**config.mk**
```make
export PLATFORM = sky130hd
export DESIGN_NAME = lfsr_5_top
export DESIGN_NICKNAME = d
export VERILOG_FILES = /design/src/rtl/lfsr_5_top.sv
export SDC_FILE = /design/constraint.sdc
export NUM_CORES = 1
export LEC_CHECK = 0
export ABC_AREA = 1
export ABC_CLOCK_PERIOD_IN_PS = 1400
export BUFFER_PORTS_ARGS = -buffer_cell sky130_fd_sc_hd__buf_4
export CAP_MARGIN = 20
export CORE_AREA = 2 2 39 41
export DETAILED_ROUTE_END_ITERATION = 10
export DIE_AREA = 0 0 41 43
export GPL_ROUTABILITY_DRIVEN = 0
export PLACE_DENSITY = 0.59
export SYNTH_ARGS = -nofsm -noshare
export SYNTH_HDL_FRONTEND = slang
export SYNTH_SLANG_ARGS = --single-unit
```
**constraint.sdc**
```tcl
create_clock -name clkTop -period 1.4 [get_ports clkTop]
set_clock_uncertainty 0.2 [all_clocks]
set_input_delay 0.07 -clock clkTop [delete_from_list [all_inputs] [get_ports clkTop]]
set_output_delay 0.07 -clock clkTop [all_outputs]
set_load 0.05 [all_outputs]
```
**src/rtl/lfsr_5_top.sv**
```systemverilog
// lfsr_5_top: serial pseudo-random bit source muxing a Fibonacci and a Galois
// 5-bit LFSR (x^5+x^2+1), alternating every SWITCH_LEN cycles.
// Optional build macro LFSR_STATE_OUT_EN exposes fib_state, gal_state and sel_out.
module lfsr_5_top #(
    parameter logic [4:0] SEED       = 5'b00001,
    parameter int         SWITCH_LEN = 31
) (
    input  logic       clkTop,
    input  logic       nrstTop,
    output logic       MUX_out
`ifdef LFSR_STATE_OUT_EN
    ,
    output logic [4:0] fib_state,
    output logic [4:0] gal_state,
    output logic       sel_out
`endif
);
    // An all-zero seed would lock both LFSRs, so it is replaced by 1.
    localparam logic [4:0] SEED_EFF = (SEED == 5'd0) ? 5'b00001 : SEED;
    localparam logic [4:0] CNT_LAST = 5'(SWITCH_LEN - 1);

    logic [4:0] fib_q, fib_d;
    logic [4:0] gal_q, gal_d;
    logic [4:0] cnt_q, cnt_d;
    logic       sel_q, sel_d;
    logic       wrap;

    // Next state: both LFSRs free-run; the phase counter flips sel on wrap.
    always_comb begin
        fib_d = {fib_q[3:0], fib_q[4] ^ fib_q[2]};
        gal_d = {gal_q[3:0], 1'b0} ^ (gal_q[4] ? 5'b00101 : 5'b00000);
        wrap  = (cnt_q == CNT_LAST);
        cnt_d = wrap ? 5'd0 : cnt_q + 5'd1;
        sel_d = wrap ? ~sel_q : sel_q;
    end

    // State registers with asynchronous active-low reset.
    always_ff @(posedge clkTop or negedge nrstTop) begin
        if (!nrstTop) begin
            fib_q <= SEED_EFF;
            gal_q <= SEED_EFF;
            cnt_q <= 5'd0;
            sel_q <= 1'b0;
        end else begin
            fib_q <= fib_d;
            gal_q <= gal_d;
            cnt_q <= cnt_d;
            sel_q <= sel_d;
        end
    end

    assign MUX_out = sel_q ? gal_q[4] : fib_q[4];

`ifdef LFSR_STATE_OUT_EN
    assign fib_state = fib_q;
    assign gal_state = gal_q;
    assign sel_out   = sel_q;
`endif
endmodule

```
# ---- Word-level counts from Yosys, hierarchy flattened
# Index checks and enable logic that the tools add are counted.
dict set report word_totals {
  mem_bits_ro 0
  latchBits 0
  elab_cells 12
  out_inout_bits 1
  ramBits 0
  memories 0
  regBits 16
}
dict set report op_classes {
  n_lt_le_gt_ge 0
  shifts 0
  add_sub_neg 1
  n_div 0
  reduce_logical 0
  n_eq_ne 1
  muxes 3
  multipliers 0
  n_bitwise 3
}
# op n
set ops {}
lappend ops {{5-bit by 1-bit adder with 5-bit output (second input constant)} 1}
lappend ops {{5-bit == test (second input constant)} 1}
lappend ops {{5-bit 2-to-1 mux} 1}
lappend ops {{5-bit by 3-bit XOR with 5-bit output} 1}
lappend ops {{3-bit 2-to-1 mux} 1}
lappend ops {{1-bit 2-to-1 mux} 1}
lappend ops {{1-bit inverter} 1}
lappend ops {{1-bit XOR} 1}

# ---- Longest topological paths before layout
# Gate-level depths: netlist (run 1).
dict set report depth {
  depth_word 2
  mapped_depth 6
  mapped_depth_nobuf 6
}

# ---- Worst setup path before layout (run 1)
# OpenSTA, ideal clock, no wires.
dict set report synth_path {
  path_type {reg2reg}
  start {register cnt_q[0]}
  end {register cnt_q[2]}
  t_required_ps 1078
  slack_ps 226
  stages_incl_launch_ff 6
  n_path_buf 0
  setup_time_ps 122
  arrival_time_ps 853
  cell_sequence {dfrtp_1 inv_1 ha_1 inv_1 nor2_2 nor2_1}
}
dict set report synth_between {
  elab_chain_len 2
}
# item line
set synth_lines {}
lappend synth_lines {{start: declaration} 24} ;# logic [4:0] cnt_q, cnt_d;
lappend synth_lines {{start signal: assignment} 47} ;# cnt_q <= cnt_d;
lappend synth_lines {{5-bit by 1-bit adder with 5-bit output or 5-bit == test (tied branches)} {33, 32}}
lappend synth_lines {{5-bit 2-to-1 mux *} 33} ;# cnt_d = wrap ? 5'd0 : cnt_q + 5'd1;
lappend synth_lines {{via cnt_d[2]} 24}
# The timed path passes the listed nets; every way through them passes the cells marked *.
# A chain may end at the register's enable or synchronous reset.

# ---- Final worst setup path (run 1)
dict set report layout_path {
  start {register sel_q}
  end {output port MUX_out}
}
dict set report layout_between {
  elab_chain_len 1
}
# item line
set layout_lines {}
lappend layout_lines {{start: declaration} 25} ;# logic sel_q, sel_d;
lappend layout_lines {{start signal: assignment} 48} ;# sel_q <= sel_d;
lappend layout_lines {{1-bit 2-to-1 mux} 52} ;# assign MUX_out = sel_q ? gal_q[4] : fib_q[4];
lappend layout_lines {{end: declaration} 10} ;# output logic MUX_out
# Every way passes these cells.

==> results.sh, run 1 <==
export IMPL_antenna_found_initial=0
export IMPL_netlist_area_leader_share_pct=61.8
export IMPL_ys_seq_area_share_pct=71.1
export IMPL_routed_wl_um=729
export IMPL_ys_flop_type="dfrtp_1"
export IMPL_cts_htree_levels=1
export IMPL_synthArstFlopShare_pct=100
export IMPL_cts_buffer_depth=2
export IMPL_cts_buffers=3
export IMPL_synthAdderAreaFrac_pct=4.42
export IMPL_post_cts_buffers=0
export IMPL_yosysMostFrequentCell="dfrtp_1"
export IMPL_finalSetupViolCount=0
export IMPL_max_freq_ghz=0.766
export IMPL_path_class="flop to primary output"
export IMPL_cp_end_kind="primary output"
export IMPL_syn_area_per_cell_sq_um=12.1
export IMPL_dpl_hpwl_um=486
export IMPL_holdWs_ns=0.151
export IMPL_yosys_area_top_type="dfrtp_1"
export IMPL_coreArea_sq_um=1380
export IMPL_cts_num_sinks=16
export IMPL_tns_ns=0
export IMPL_numPlacedInstances=65
export IMPL_cts_tree="done"
export IMPL_hold_viol=0
export IMPL_ys_ff_latch=16
export IMPL_max_slew_margin_rel_pct=86.8
export IMPL_crit_arrival_ns=1.04
export IMPL_synth_simple_area_share_pct=15.7
export IMPL_power_total_uw=704
export IMPL_synth_common_cells="dfrtp_1 (14), nand2_1 (8), nor2_1 (7)"
export IMPL_netlist_instances=47
export IMPL_grt_pass1_wl_um=1240
export IMPL_layout_drive_gt1_share_pct=16.7
export IMPL_ys_types=13
export IMPL_syn_area_sq_um=567
export IMPL_synth_nets=51
export IMPL_p_leak_uw=0.000344
export IMPL_ant_nets=0
export IMPL_grt_start_max_net_pins=17
export IMPL_cts_root_buf="clkbuf_4"
export IMPL_grtUsageTotal_pct=11.4
export IMPL_p_per_area_nw_per_um2=1090
export IMPL_die_w_um=41
export IMPL_cp_required_ns=1.13
export IMPL_fin_crit_sh_pct=93.3
export IMPL_die_h_um=43
export IMPL_fin_cells=70
export IMPL_synth_compound_area_share_pct=0.883
export IMPL_fillers=121
export IMPL_multiInputGateArea_sq_um=145
export IMPL_nets=60
export IMPL_synth_xor_area_share_pct=4.64
export IMPL_yosys_warnings=0
export IMPL_drt_iter0_drc=1
export IMPL_grt_ovfl_total=0
export IMPL_max_slew_worst_pin_slew_ns=0.198
export IMPL_holdBufCountCts=2
export IMPL_max_cap_viol_count=0
export IMPL_die_area_sq_um=1760
export IMPL_io_pins=3
export IMPL_dr_pass1_iters=3
export IMPL_clkLatencyLatePin_ns=0.28
export IMPL_diodes=0
export IMPL_cts_resized=0
export IMPL_critPathLaunchType="flop"
export IMPL_drc=0
export IMPL_worst_path_max_fanout=3
export IMPL_yosys_top_cells_area="dfrtp_1 (62%), dfstp_2 (9.3%), nand2_1 (5.3%)"
export IMPL_rsz0062_at_grt="false"
export IMPL_synth_top_family_by_area="simple AND/OR/NAND/NOR gates"
export IMPL_initial_core_util_pct=41.0
export IMPL_cts_clk_slew_worst_paths_ns=0.08
export IMPL_grt_pass1_vias=322
export IMPL_rows=14
export IMPL_vias=312
export IMPL_viasPerCell=4.46
export IMPL_peakVddDrop_uv=681
export IMPL_area_growth_pct=13.7
export IMPL_layout_area_seq_sq_um=403
export IMPL_hold_class="flop to flop"
export IMPL_fin_crit_ns=1.31
export IMPL_drv_slew=0
export IMPL_wl_per_cell_um=10.4
export IMPL_io_buffers=2
export IMPL_outcome="completed"
export IMPL_synth_area_mux_share_pct=0
export IMPL_synth_edf_count=0
==> state kept, by name, indices dropped and copies added, names as in the netlist <==
name / flops
fib_q: 5
gal_q: 5
cnt_q: 5
sel_q: 1
==> placed cells by master, fill, tap and decap left out <==
master / netlist / final
inv_1: 5 / 5
nor2_1: 7 / 7
dfstp_2: 2 / 2
xnor2_1: 1 / 1
nand4_1: 1 / 1
ha_1: 2 / 2
nand3_1: 2 / 2
nor2_2: 1 / 1
clkbuf_4: 0 / 3
xor2_1: 2 / 2
dlygate4sd3_1: 0 / 2
nand3_2: 1 / 1
nand2_1: 8 / 8
dfrtp_1: 14 / 14
a21oi_1: 1 / 1
buf_4: 0 / 2
==> final timing paths <==
kind | start | end | slack (ns) | depth (start not counted)
min reg2reg | gal_q[3]$_DFF_PN0_ | gal_q[4]$_DFF_PN0_ | 0.15 | 0
max | sel_q$_DFFE_PN0N_ | MUX_out | 0.09 | 4
max in group asynchronous | nrstTop | gal_q[0]$_DFF_PN1_ | 0.23 | 3
max reg2reg | cnt_q[0]$_DFF_PN0_ | sel_q$_DFFE_PN0N_ | 0.15 | 6
min in group asynchronous | nrstTop | sel_q$_DFFE_PN0N_ | 0.52 | 3
min | gal_q[3]$_DFF_PN0_ | gal_q[4]$_DFF_PN0_ | 0.15 | 0
==> cell families after synthesis <==
group / count (synthesis)
XOR/XNOR: 3
buffers and inverters: 5
AO/OA/AOI/OAI: 1
AND/OR/NAND/NOR: 20
flip-flops: 16
adder cells (fa/ha/maj): 2
==> stage by stage <==
stage | area, sq um | setup slack (ns) | util, %
after floorplan | 567 | 0.226 | -
after global placement | 602 | 0.152 | 43.5
after detailed placement | 602 | 0.143 | 43.5
after CTS | 644 | 0.0875 | 46.6
after global routing | 644 | 0.0205 | 46.6
final | 644 | 0.0942 | 46.6
==> power by group <==
group | internal [uW] | leakage (uW) | switching (uW)
clock | 99.8 | 0.0000138 | 127
combinational | 5.54 | 0.000129 | 9.00
sequential | 462 | 0.000201 | 0
total | 567 | 0.000344 | 136
==> metal layers <==
metal	part of all wire (%)	track usage (%)	vias to the layer above
met5	0	0	-
met4	2.6	8.00	0
met3	4.0	4.71	2
met2	37	13.8	5
met1	56	16.0	147
li1	-	-	158
==> layout make-up <==
type | count | area share, %
sequential | 16 | 62.5
tap | 16 | 3.11
timing repair buffer | 4 | 5.44
inverter | 5 | 2.91
multi-input combinational | 26 | 22.5
clock buffer | 3 | 3.50
==> critical path, stage by stage (launching register included) <==
cell and delay, ns:
dfrtp_1 0.40, inv_1 0.07, nand2_1 0.05, nand2_1 0.05, buf_4 0.19
No activity file was read; power rests on OpenSTA's default activity.
==> run 2: changes to the inputs <==
==> config.mk (replaced) <==
export PLATFORM = sky130hd
export DESIGN_NAME = lfsr_5_top
export DESIGN_NICKNAME = d
export VERILOG_FILES = /design/src/rtl/lfsr_5_top.sv
export SDC_FILE = /design/constraint.sdc
export NUM_CORES = 1
export LEC_CHECK = 0
export ABC_AREA = 1
export ABC_CLOCK_PERIOD_IN_PS = 1300
export BUFFER_PORTS_ARGS = -buffer_cell sky130_fd_sc_hd__buf_4
export CAP_MARGIN = 20
export CORE_MARGIN = 2
export CORE_UTILIZATION = 40
export DETAILED_ROUTE_END_ITERATION = 10
export GPL_ROUTABILITY_DRIVEN = 0
export PLACE_DENSITY = 0.56
export SYNTH_ARGS = -nofsm -noshare
export SYNTH_HDL_FRONTEND = slang
export SYNTH_SLANG_ARGS = --single-unit
==> constraint.sdc (replaced) <==
create_clock -name clkTop -period 1.3 [get_ports clkTop]
set_clock_uncertainty 0.2 [all_clocks]
set_input_delay 0.065 -clock clkTop [delete_from_list [all_inputs] [get_ports clkTop]]
set_output_delay 0.065 -clock clkTop [all_outputs]
set_load 0.05 [all_outputs]
==> run 2 against run 1 <==
Against the previous run:
- the run now ends with negative setup slack left
- critical path depth did not move
- non-clock buffer count rose by 2
- first-iteration DRC count rose to 3.0 times the previous value
- sequential power rose by 7.8%
- critical endpoint unchanged
- clock power rose by 44%
- combinational power rose by 6%
- sequential share of layout area fell by 4.8 points
- core utilization rose by 6.4 points
==> results.sh, run 2 (synthesis gave the netlist of run 1 again) <==
export IMPL_outcome="complete, but fails checks"
export IMPL_violations="negative setup slack"
export IMPL_cts_num_sinks=16
export IMPL_reg2reg_depth=5
export IMPL_path_class="flop to primary output"
export IMPL_wl_met3_um=30
export IMPL_io_pins=3
export IMPL_cts_root_buf="clkbuf_4"
export IMPL_grt_start_max_net_pins=17
export IMPL_cp_end_kind="primary output"
export IMPL_crit_top_cell="nand2_1"
export IMPL_clkPwrFrac_pct=38.8
export IMPL_area_growth_pct=23.2
export IMPL_drc=0
export IMPL_layout_drive_gt1_share_pct=29.8
export IMPL_reg2reg_slack_ns=0.06
export IMPL_grt_pass1_wl_um=1530
export IMPL_cp_cell_sequence="inv_2, nand2_1, nand2_1, buf_6"
export IMPL_io_buffers=2
export IMPL_max_cap_viol_count=0
export IMPL_setup_slack_ns=-0.0128
export IMPL_holdWs_ns=0.159
export IMPL_tns_ns=-0.0128
export IMPL_grt_ovfl_total=0
export IMPL_cp_required_ns=1.03
export IMPL_cts_buffer_depth=2
export IMPL_drt_iter0_drc=3
export IMPL_reg_top3="cnt_q x5, fib_q x5, gal_q x5"
export IMPL_holdPathStages=0
export IMPL_die_w_um=41.6
export IMPL_rows=13
export IMPL_vias=342
export IMPL_cts_clk_slew_worst_paths_ns=0.09
export IMPL_wl_met1_um=435
export IMPL_swShare_pct=19.6
export IMPL_worst_path_max_fanout=3
export IMPL_hold_viol=0
export IMPL_clkLatencyLatePin_ns=0.29
export IMPL_peakVddDrop_uv=530
export IMPL_grt_pass1_vias=326
export IMPL_numPlacedInstances=64
export IMPL_hold_class="flop to flop"
export IMPL_fin_cells=72
export IMPL_die_area_sq_um=1730
export IMPL_die_h_um=41.6
export IMPL_dr_pass1_iters=4
export IMPL_p_sw_uw=165
export IMPL_power_total_uw=839
export IMPL_fin_crit_sh_pct=101
export IMPL_critPathLaunchType="flop"
export IMPL_cts_htree_levels=1
export IMPL_p_leak_uw=0.000359
export IMPL_layout_commonest_cell="dfrtp_1"
export IMPL_p_per_area_nw_per_um2=1200
export IMPL_nets=62
export IMPL_ant_nets=0
export IMPL_max_freq_ghz=0.762
export IMPL_wl_per_cell_um=12.9
export IMPL_final_cell_mix="dfrtp_1 (14), nand2_1 (8), nor2_1 (6)"
export IMPL_max_stage_delay_ns=0.42
export IMPL_dpl_hpwl_um=598
export IMPL_slowest_stage="dfrtp_1"
export IMPL_placed_area_sq_um=601
export IMPL_initial_core_util_pct=43.0
export IMPL_cts_tree="done"
export IMPL_cts_buffers=3
export IMPL_pwr_share_comb_pct=1.8
export IMPL_final_area_sq_um=698
export IMPL_fin_crit_ns=1.31
export IMPL_crit_arrival_ns=1.05
export IMPL_coreArea_sq_um=1320
export IMPL_wl_met2_um=424
export IMPL_power_frac_seq_pct=59.3
export IMPL_routed_wl_um=928
export IMPL_highest_signal_layer="met4"
export IMPL_rsz0062_at_grt="true"
export IMPL_max_slew_margin_rel_pct=86.7
export IMPL_finalSetupViolCount=1
export IMPL_max_slew_worst_pin_slew_ns=0.199
export IMPL_antenna_found_initial=0
export IMPL_diodes=0
export IMPL_p_int_uw=674
export IMPL_drv_slew=0
export IMPL_grtUsageTotal_pct=13.2
export IMPL_viasPerCell=4.75
-- run 2: cell types whose count changed in the layout (fill, tap and decap cells not counted) --
| cell | delta |
|---|---|
| clkbuf_8 | +1 |
| inv_1 | -2 |
| ha_1 | -2 |
| buf_4 | +1 |
| buf_6 | +1 |
| inv_2 | +2 |
| nor2_4 | +1 |
| ha_4 | +1 |
| nor2_1 | -1 |
| ha_2 | +1 |
-- run 2: area by class of cell --
cell class / count / area, sq um
Clock buffer: 4 / 36.3
Fill cell: 106 / 619
Inverter: 5 / 18.8
Multi-Input combinational cell: 26 / 168
Sequential cell: 16 / 403
Tap cell: 15 / 18.8
Timing Repair Buffer: 6 / 53.8
-- run 2: metrics by stage --
stage	setup WS, ns	utilization (%)
after global routing	-0.0716	53.0
after global placement	0.0891	45.6
final	-0.0128	53.0
after detailed placement	0.0246	45.6
after floorplan	0.126	-
after CTS	-0.0252	50.7
-- run 2: critical path: cells and delay by family (launching register included) --
family,cells,cell delay (ns)
DFF,1,0.42
buffers and inverters,2,0.23
and+or+nand+nor,2,0.11
-- run 2: power by group through the flow --
stage	logic, uW	clock network, uW	registers (uW)
final	15.4	326	498
after global routing	18.4	360	498
after CTS	16.2	334	498
after detailed placement	11.7	0	507
after global placement	10.7	0	507
after floorplan	0.000111	0	507
-- run 2: worst paths after layout --
path	startpoint	end
worst max-delay path	sel_q$_DFFE_PN0N_	MUX_out
worst min-delay path	gal_q[2]$_DFF_PN0_	gal_q[3]$_DFF_PN0_
worst max register to register	cnt_q[0]$_DFF_PN0_	sel_q$_DFFE_PN0N_
worst min register to register	gal_q[2]$_DFF_PN0_	gal_q[3]$_DFF_PN0_
max in group asynchronous	nrstTop	gal_q[0]$_DFF_PN1_
min in group asynchronous	nrstTop	fib_q[1]$_DFF_PN0_
-- run 2: what timing repair did --
action / 4_1_cts / 5_1_grt
endpoints found under the setup margin: 1 / 7
hold endpoints to repair: 16 / 0
pin swaps: 0 / 4
resized for setup: 1 / 7
hold buffers: 2 / 0
buffers inserted: 1 / 1
-- run 2: routing by layer --
layer / track usage (%) / vias up
met5: 0 / -
met4: 11.6 / 0
met1: 18.0 / 166
met2: 15.6 / 8
li1: - / 163
met3: 5.22 / 5
==> run 3: changes to the inputs <==
--- a/config.mk
+++ b/config.mk
@@ -9,11 +9,13 @@
 export ABC_CLOCK_PERIOD_IN_PS = 1300
 export BUFFER_PORTS_ARGS = -buffer_cell sky130_fd_sc_hd__buf_4
 export CAP_MARGIN = 20
+export CELL_PAD_IN_SITES_DETAIL_PLACEMENT = 1
+export CELL_PAD_IN_SITES_GLOBAL_PLACEMENT = 2
 export CORE_MARGIN = 2
-export CORE_UTILIZATION = 40
+export CORE_UTILIZATION = 37
 export DETAILED_ROUTE_END_ITERATION = 10
 export GPL_ROUTABILITY_DRIVEN = 0
-export PLACE_DENSITY = 0.56
+export PLACE_DENSITY = 0.71
 export SYNTH_ARGS = -nofsm -noshare
 export SYNTH_HDL_FRONTEND = slang
 export SYNTH_SLANG_ARGS = --single-unit
==> run 3 against run 2 <==
Against the previous run:
- the flow still finishes with violations (negative setup slack)
- wire length up 11%
- core utilization shrank 5.0 points
- critical endpoint unchanged
- flip-flop and latch count is the same
- register-to-register slack about the same
- via count up 1.2%
==> results.sh, run 3 (synthesis gave the netlist of run 1 again) <==
export IMPL_worst_path_max_fanout=3
export IMPL_setup_slack_ns=-0.00474
export IMPL_clkLatencyLatePin_ns=0.28
export IMPL_fillers=160
export IMPL_critPathLaunchType="flop"
export IMPL_final_util_pct=48.0
export IMPL_grt_start_max_net_pins=17
export IMPL_die_w_um=43.1
export IMPL_grt_ovfl_total=0
export IMPL_cts_clk_slew_worst_paths_ns=0.09
export IMPL_cp_cell_sequence="inv_2, nand2_2, nand2_2, buf_8"
export IMPL_die_h_um=43.1
export IMPL_coreArea_sq_um=1470
export IMPL_nets=62
export IMPL_cts_num_sinks=16
export IMPL_cts_buffer_depth=2
export IMPL_ant_nets=0
export IMPL_p_per_area_nw_per_um2=1190
export IMPL_fin_cells=73
export IMPL_drt_iter0_drc=3
export IMPL_initial_core_util_pct=38.5
export IMPL_routed_wl_um=1030
export IMPL_diodes=0
export IMPL_grtUsageTotal_pct=14.7
export IMPL_path_class="flop to primary output"
export IMPL_rows=14
export IMPL_vias=346
export IMPL_max_slew_worst_pin_slew_ns=0.195
export IMPL_p_leak_uw=0.000360
export IMPL_fin_crit_sh_pct=100
export IMPL_final_area_sq_um=706
export IMPL_die_area_sq_um=1860
export IMPL_io_buffers=2
export IMPL_power_total_uw=838
export IMPL_drc=0
export IMPL_cts_tree="done"
export IMPL_cp_end_kind="primary output"
export IMPL_wl_per_cell_um=14.1
export IMPL_numPlacedInstances=65
export IMPL_cts_htree_levels=1
export IMPL_outcome="complete, but fails checks"
export IMPL_dpl_hpwl_um=697
export IMPL_crit_arrival_ns=1.04
export IMPL_multiInputGateArea_sq_um=170
export IMPL_antenna_found_initial=0
export IMPL_slowest_stage="dfrtp_1"
export IMPL_finalSetupViolCount=1
export IMPL_viasPerCell=4.74
export IMPL_hold_viol=0
export IMPL_final_cell_mix="dfrtp_1 (14), nor2_1 (7), nand2_1 (5)"
export IMPL_rsz0062_at_grt="true"
export IMPL_max_stage_delay_ns=0.41
export IMPL_dr_pass1_iters=2
export IMPL_layout_drive_gt1_share_pct=33.3
export IMPL_cts_root_buf="clkbuf_4"
export IMPL_fin_crit_ns=1.30
export IMPL_drv_slew=0
export IMPL_grt_pass1_wl_um=1850
export IMPL_peakVddDrop_uv=558
export IMPL_violations="negative setup slack"
export IMPL_max_cap_viol_count=0
export IMPL_cp_required_ns=1.03
export IMPL_placed_area_sq_um=602
export IMPL_max_freq_ghz=0.766
export IMPL_area_growth_pct=24.5
export IMPL_cts_buffers=3
export IMPL_hold_class="flop to flop"
export IMPL_layout_commonest_cell="dfrtp_1"
export IMPL_max_slew_margin_rel_pct=87.0
export IMPL_reg_top3="cnt_q x5, fib_q x5, gal_q x5"
export IMPL_io_pins=3
export IMPL_grt_pass1_vias=397
export IMPL_layout_area_seq_sq_um=403
export IMPL_crit_top_cell="nand2_2"
export IMPL_holdWs_ns=0.165
==> run 3: cell count changes in the layout (fill, tap and decap cells not counted) <==
cell | before | now
ha_1 | 0 | 1
buf_8 | 0 | 1
buf_6 | 1 | 0
inv_1 | 3 | 2
nand2_2 | 0 | 3
ha_2 | 1 | 0
nor2_2 | 1 | 0
nand2_1 | 8 | 5
inv_2 | 2 | 3
nor2_1 | 6 | 7
==> run 3: worst max-delay path: cells and delay by family, from the launching register on <==
family	cells	cell delay (ns)
flops	1	0.41
buf+inv	2	0.22
simple gates	2	0.13
==> run 3: repair_timing <==
action / CTS / global route
hold endpoints to repair: 16 / 0
hold buffers: 2 / 0
gates resized for setup: 2 / 9
setup buffers: 1 / 1
pin swaps: 0 / 5
setup endpoints to repair: 3 / 6
==> run 3: final timing paths <==
check / startpoint / endpoint / slack [ns] / depth (start not counted)
setup / recovery: sel_q$_DFFE_PN0N_ / MUX_out / -0.005 / 4
hold / removal: gal_q[3]$_DFF_PN0_ / gal_q[4]$_DFF_PN0_ / 0.17 / 0
setup reg to reg: cnt_q[1]$_DFF_PN0_ / cnt_q[2]$_DFF_PN0_ / 0.07 / 3
hold reg to reg: gal_q[3]$_DFF_PN0_ / gal_q[4]$_DFF_PN0_ / 0.17 / 0
max in group asynchronous: nrstTop / gal_q[0]$_DFF_PN1_ / 0.16 / 3
min in group asynchronous: nrstTop / fib_q[2]$_DFF_PN0_ / 0.50 / 3
==> run 3: cell type report <==
| cell class | instances | share of cell area [%] |
|---|---|---|
| inverter | 5 | 2.66 |
| clock buffer | 4 | 5.14 |
| timing repair buffer | 6 | 8.16 |
| sequential | 16 | 57.1 |
| multi-input combinational | 26 | 24.1 |
| tap | 16 | 2.84 |
==> run 3: power by group <==
| group | internal [uW] | leakage, uW | switching [uW] |
|---|---|---|---|
| Clock | 171 | 0.0000210 | 154 |
| Combinational | 5.96 | 0.000138 | 9.44 |
| Sequential | 498 | 0.000201 | 0 |
==> run 3: per-stage QoR <==
| step | setup WS (ns) | setup TNS (ns) |
|---|---|---|
| CTS | -0.0283 | -0.0283 |
| finish | -0.00474 | -0.00474 |
| detailed placement | 0.00774 | 0 |
| floorplan | 0.126 | 0 |
| global route | -0.0637 | -0.0637 |
| global placement | 0.0639 | 0 |
==> run 3: metal layers <==
metal / global-route usage, % / routed length (um)
met5: 0 / 0
met2: 21.5 / 520
met3: 8.09 / 46
met1: 16.4 / 429
met4: 9.09 / 31
